$ cat config.mk
export PLATFORM = sky130hd
export DESIGN_NAME = uart_hex_word_tx_flat
export DESIGN_NICKNAME = d
export VERILOG_FILES = /design/src/rtl/uart_hex_word_tx_pkg.sv /design/src/rtl/uart_hex_word_tx_if.sv /design/src/rtl/uart_hex_word_tx_hex_byte_sel.sv /design/src/rtl/uart_hex_word_tx.sv /design/src/flat_wrapper.sv
export SDC_FILE = /design/constraint.sdc
export NUM_CORES = 1
export LEC_CHECK = 0
export ABC_AREA = 1
export CORE_UTILIZATION = 40
export CTS_BUF_LIST = sky130_fd_sc_hd__clkbuf_2
export CTS_CLUSTER_DIAMETER = 40
export CTS_CLUSTER_SIZE = 12
export DETAILED_ROUTE_END_ITERATION = 10
export DONT_BUFFER_PORTS = 1
export GPL_TIMING_DRIVEN = 0
export PLACE_DENSITY = 0.55
export SLEW_MARGIN = 20
export SYNTH_ARGS = -nofsm -noshare
export SYNTH_HDL_FRONTEND = slang
export SYNTH_HIERARCHICAL = 1
export SYNTH_SLANG_ARGS = --single-unit
export TNS_END_PERCENT = 20
$ cat constraint.sdc
create_clock -name clk -period 4 [get_ports clk]
set_input_delay 0.8 -clock clk [delete_from_list [all_inputs] [get_ports clk]]
set_output_delay 0.8 -clock clk [all_outputs]
set_load 0.02 [all_outputs]
$ cat src/rtl/uart_hex_word_tx_pkg.sv
// Shared definitions for the UART hex word feeder: ASCII control bytes,
// FSM state encoding and the nibble-to-ASCII helper.
package uart_pkg;

  localparam logic [7:0] ASCII_CR = 8'h0D;
  localparam logic [7:0] ASCII_LF = 8'h0A;

  typedef enum logic [1:0] {
    IDLE = 2'd0,
    SEND = 2'd1,
    WAIT = 2'd2,
    DONE = 2'd3
  } state_t;

  // Uppercase hex: 0..9 -> '0'..'9', 10..15 -> 'A'..'F'
  function automatic logic [7:0] nibble_to_ascii(input logic [3:0] nibble);
    if (nibble < 4'd10) begin
      return 8'h30 + {4'h0, nibble};
    end else begin
      return 8'h37 + {4'h0, nibble};
    end
  endfunction

endpackage

$ cat src/rtl/uart_hex_word_tx_if.sv
// Handshake bundle between the word source, the hex feeder and the byte transmitter.
interface uart_hex_word_tx_if;

  logic [31:0] word_in;
  logic        word_valid;
  logic        word_ready;
  logic [7:0]  data_byte;
  logic        send_en;
  logic        tx_done;
  logic        frame_done;
  logic        busy;

  modport master (
    output word_in, word_valid, tx_done,
    input  word_ready, data_byte, send_en, frame_done, busy
  );

  modport slave (
    input  word_in, word_valid, tx_done,
    output word_ready, data_byte, send_en, frame_done, busy
  );

endinterface

$ cat src/rtl/uart_hex_word_tx_hex_byte_sel.sv
// Combinational selector: picks the ASCII byte for a given frame index
// (eight hex digits MSB first, then optional CR LF).
module hex_byte_sel
  import uart_pkg::*;
#(
  parameter int ADD_CRLF = 1
) (
  input  logic [31:0] i_word,
  input  logic [3:0]  i_byte_idx,
  output logic [7:0]  o_byte
);

  logic [3:0] w_nibble;

  always_comb begin
    w_nibble = i_word[31:28];
    case (i_byte_idx[2:0])
      3'd0: w_nibble = i_word[31:28];
      3'd1: w_nibble = i_word[27:24];
      3'd2: w_nibble = i_word[23:20];
      3'd3: w_nibble = i_word[19:16];
      3'd4: w_nibble = i_word[15:12];
      3'd5: w_nibble = i_word[11:8];
      3'd6: w_nibble = i_word[7:4];
      3'd7: w_nibble = i_word[3:0];
      default: w_nibble = i_word[31:28];
    endcase
  end

  // Indices past the last valid one produce 0x00; the FSM never sends them
  always_comb begin
    o_byte = 8'h00;
    if (i_byte_idx < 4'd8) begin
      o_byte = nibble_to_ascii(w_nibble);
    end else if ((ADD_CRLF != 0) && (i_byte_idx == 4'd8)) begin
      o_byte = ASCII_CR;
    end else if ((ADD_CRLF != 0) && (i_byte_idx == 4'd9)) begin
      o_byte = ASCII_LF;
    end
  end

endmodule

$ cat src/rtl/uart_hex_word_tx.sv
// Accepts a 32-bit word and feeds it, as ASCII hex (plus optional CR LF),
// one byte at a time into the UART byte transmitter.
module uart_hex_word_tx
  import uart_pkg::*;
#(
  parameter int ADD_CRLF = 1
) (
  input  logic              clk,
  input  logic              rst,
  uart_hex_word_tx_if.slave io_bus
);

  localparam logic [3:0] LAST_IDX = (ADD_CRLF != 0) ? 4'd9 : 4'd7;

  state_t      r_state;
  logic [31:0] r_word_reg;
  logic [3:0]  r_byte_idx;
  logic [7:0]  r_data_byte;
  logic        r_send_en;
  logic        r_frame_done;
  logic        r_word_ready;
  logic        r_busy;

  logic        w_accept;
  logic [31:0] w_sel_word;
  logic [3:0]  w_sel_idx;
  logic [7:0]  w_next_byte;

  assign w_accept = io_bus.word_valid && r_word_ready;

  // In IDLE the first byte comes straight from word_in so it is ready one cycle after accept
  assign w_sel_word = (r_state == IDLE) ? io_bus.word_in : r_word_reg;
  assign w_sel_idx  = (r_state == IDLE) ? 4'd0 : (r_byte_idx + 4'd1);

  hex_byte_sel #(
    .ADD_CRLF(ADD_CRLF)
  ) u_hex_byte_sel (
    .i_word     (w_sel_word),
    .i_byte_idx (w_sel_idx),
    .o_byte     (w_next_byte)
  );

  always_ff @(posedge clk) begin
    if (rst) begin
      r_state      <= IDLE;
      r_word_reg   <= '0;
      r_byte_idx   <= '0;
      r_data_byte  <= '0;
      r_send_en    <= 1'b0;
      r_frame_done <= 1'b0;
      r_word_ready <= 1'b0;
      r_busy       <= 1'b0;
    end else begin
      case (r_state)
        IDLE: begin
          if (w_accept) begin
            r_word_reg   <= io_bus.word_in;
            r_byte_idx   <= 4'd0;
            r_data_byte  <= w_next_byte;
            r_send_en    <= 1'b1;
            r_word_ready <= 1'b0;
            r_busy       <= 1'b1;
            r_state      <= SEND;
          end else begin
            r_word_ready <= 1'b1;
          end
        end
        SEND: begin
          r_send_en <= 1'b0;
          r_state   <= WAIT;
        end
        WAIT: begin
          // tx_done only matters here; stray pulses in other states are dropped
          if (io_bus.tx_done) begin
            if (r_byte_idx != LAST_IDX) begin
              r_byte_idx  <= r_byte_idx + 4'd1;
              r_data_byte <= w_next_byte;
              r_send_en   <= 1'b1;
              r_state     <= SEND;
            end else begin
              r_frame_done <= 1'b1;
              r_state      <= DONE;
            end
          end
        end
        DONE: begin
          r_frame_done <= 1'b0;
          r_busy       <= 1'b0;
          r_word_ready <= 1'b1;
          r_state      <= IDLE;
        end
        default: r_state <= IDLE;
      endcase
    end
  end

  assign io_bus.word_ready = r_word_ready;
  assign io_bus.data_byte  = r_data_byte;
  assign io_bus.send_en    = r_send_en;
  assign io_bus.frame_done = r_frame_done;
  assign io_bus.busy       = r_busy;

endmodule
$ cat src/flat_wrapper.sv
// flat-port wrapper written by rule: the top's interface ports become plain ports
module uart_hex_word_tx_flat import uart_pkg::*;
#(
  parameter int ADD_CRLF = 1
)
  (clk, rst, io_bus_word_in, io_bus_word_valid, io_bus_tx_done, io_bus_word_ready, io_bus_data_byte, io_bus_send_en, io_bus_frame_done, io_bus_busy);
  uart_hex_word_tx_if io_bus_i ();
  input  logic clk;
  input  logic rst;
  input wire logic [$bits(io_bus_i.word_in)-1:0] io_bus_word_in;
  input wire logic [$bits(io_bus_i.word_valid)-1:0] io_bus_word_valid;
  input wire logic [$bits(io_bus_i.tx_done)-1:0] io_bus_tx_done;
  output wire logic [$bits(io_bus_i.word_ready)-1:0] io_bus_word_ready;
  output wire logic [$bits(io_bus_i.data_byte)-1:0] io_bus_data_byte;
  output wire logic [$bits(io_bus_i.send_en)-1:0] io_bus_send_en;
  output wire logic [$bits(io_bus_i.frame_done)-1:0] io_bus_frame_done;
  output wire logic [$bits(io_bus_i.busy)-1:0] io_bus_busy;
  assign io_bus_i.word_in = io_bus_word_in;
  assign io_bus_i.word_valid = io_bus_word_valid;
  assign io_bus_i.tx_done = io_bus_tx_done;
  assign io_bus_word_ready = io_bus_i.word_ready;
  assign io_bus_data_byte = io_bus_i.data_byte;
  assign io_bus_send_en = io_bus_i.send_en;
  assign io_bus_frame_done = io_bus_i.frame_done;
  assign io_bus_busy = io_bus_i.busy;
  uart_hex_word_tx #(.ADD_CRLF(ADD_CRLF)) u_core (.clk(clk), .rst(rst), .io_bus(io_bus_i));
endmodule
==> impl_metrics.toml <==
[status]
status = "completed"

[critical_path]
worstPathArrival_ns = 3.48
cp.required_ns = 4.40
crit_type = "flip-flop to flip-flop"
end_kind = "flip-flop"
start_kind = "flip-flop"
crit_fanout = 10

[timing]
setup_viol = 0
relSlewSlack_pct = 65.84
hold_slack_ns = 0.3727
worst_slew_pin_slew_ns = 0.5123
fin_skew_ns = 0.01566
tns_ns = 0
rsz0062_at_grt = "false"
maxSlewViolCount = 0
max_freq_mhz = 324.6
fin_ws_ns = 0.9193
min_period_over_period_pct = 77.02
hold_violations = 0
fin_crit_ns = 3.081

[cts]
path_clk_slew_ns = 0.25
post-cts-setup-buffers = 0
clk_latency_ns = 0.43
cts_tree = "yes"
cts_num_sinks = 50
htree_levels = 2
postCtsHoldBufs = 0
ctsResizeCount = 0
cts_buffers = 5
cts_buffer_depth = 2
cts-root-buf = "clkbuf_2"

[job]
cap_violations = 0

[floorplan]
initial_core_util_pct = 41.87
core_area_um2 = 7331
die_h_um = 89.60
die_x_um = 89.60
fp-row-count = 31
ioPinCount = 48
dieArea_um2 = 8027

[synth]
synth.distinct_cells = 31
syn_area_um2 = 3069
synth_cells = 457
avgSynthCellArea_um2 = 6.716
yosysWarningCount = 6
synth_top_area_cell = "dfxtp_1"
seq_area_frac_synth_pct = 32.61
yosys-top-cells-area = "dfxtp_1 (33%), o21ai_0 (11%), nand2_1 (11%)"
netlist.area_leader.share_pct = 32.61
ys_ff_latch = 50
syn_nets = 501

[detailed_routing]
viasPerCell = 5.129
drt_iter0_drc = 128
drtPass1Iterations = 4
routed-via-count = 2893
postRouteWirelength_um = 7736
drc = 0
ant_nets = 0
wl_per_cell_um = 13.72

[placement]
hpwl_um = 5778
dp_slack_ns = 0.9633
io_buffers = 0
gp_congestion = 0.8235

[power]
ir_drop_uv = 264.4
p_leak_nw = 1.365
power_density_nw_per_um2 = 640.9

[layout]
diodes = 0
fin_nets = 508
largest_register_ffs = 32
drive_above_1_share_pct = 10.97
nFillCells = 785
area_delta_synth_final_pct = 5.300

[hold_path]
hp-class = "primary input to flip-flop"

[global_route]
grt_pass1_wl_um = 12620
overflow = 0
antenna_found_initial = 0
track_usage_pct = 20.40
grt_pass1_vias = 2662
grt_max_degree = 15
## synth_stat cells
cell      instances
xor2_1            1
o31ai_2           1
conb_1            1
nand3_4           1
inv_4             1
inv_1            54
nand3b_1          1
nor3_1            2
nor2_8            1
a21oi_2           1
nor2_2            4
nand2_1          89
ha_1              8
or2_1             2
dfxtp_1          50
and3_1            1
nand2_4           5
nand2_2           5
clkbuf_1          9
buf_6             7
buf_2             8
a21oi_1          56
nor2_1           21
inv_2             3
nand4_1          22
buf_4             5
buf_8             1
o21ai_0          68
nor2_4            1
o21ai_1           2
nand3_1          26
## cells by family after synthesis
group	count (synthesis)	share of synthesized area [%]
simple gates	181	28.62
other cells	1	0.1222
buf+inv	88	13.86
fa+ha+maj	8	3.261
xor+xnor	1	0.2854
compound gates	128	21.24
flops	50	32.61
## cell type report
type | instances | area (um^2) | share of cell area, %
clock inverter | 2 | 8.758 | 0.2710
clock buffer | 6 | 30.03 | 0.9292
multi-input combinational | 319 | 1643 | 50.83
sequential | 50 | 1001 | 30.97
tap | 99 | 123.9 | 3.833
buffer | 30 | 205.2 | 6.349
inverter | 58 | 220.2 | 6.814
## power by group
group	switching [mW]	leakage (nW)	internal (mW)
Combinational	0.762	0.926	0.397
Sequential	0.0848	0.409	0.621
Clock	0.164	0.0304	0.0430
## worst paths after layout
check / startpoint / end / slack [ns] / cells past startpoint
worst max-delay path: u_core/r_state[0] / u_core/io_bus.data_byte[1] / 0.92 / 17
worst min register to register: u_core/r_word_reg[21] / u_core/r_word_reg[21] / 0.46 / 2
worst max register to register: u_core/r_state[0] / u_core/io_bus.data_byte[1] / 0.92 / 17
worst min-delay path: rst / u_core/io_bus.data_byte[2] / 0.37 / 1
## routing by layer
| layer | GRT usage (%) | vias to the layer above | share of wire (%) |
|---|---|---|---|
| li1 | - | 1509 | - |
| met3 | 4.479 | 6 | 6.9 |
| met4 | 4.329 | 0 | 0.84 |
| met1 | 28.67 | 1310 | 49 |
| met2 | 32.02 | 68 | 43 |
| met5 | 0 | - | 0 |
## worst max-delay path, cell delays in order, from the launching register on
cell      delay (ns)
dfxtp_1         0.44
inv_1           0.10
ha_1            0.20
buf_4           0.17
clkbuf_1        0.23
nor2_1          0.18
buf_6           0.17
buf_6           0.16
nand4_1         0.10
nand2_1         0.09
nor2_1          0.06
a21oi_1         0.22
inv_1           0.11
ha_1            0.27
nand3b_1        0.15
a21oi_1         0.15
nand3_1         0.11
a21oi_1         0.15
## cell usage in the layout, fill, tap and decap left out, drive strengths merged
cell	n
a21oi	57
and3	1
buf	21
clkbuf	15
clkinv	2
conb	1
dfxtp	50
ha	8
inv	58
nand2	99
nand3	27
nand3b	1
nand4	22
nor2	27
nor3	2
o21ai	70
o31ai	1
or2	2
xor2	1
## metrics by stage
stage	cell area (um^2)	std cells	total power, mW	utilization, %
floorplan	3069	457	1.617	-
global placement	3193	556	1.869	43.56
global route	3232	564	2.288	44.09
finish	3232	564	2.071	44.09
CTS	3232	564	2.091	44.09
detailed placement	3193	556	1.877	43.56
(Power assumes the default switching activity.)
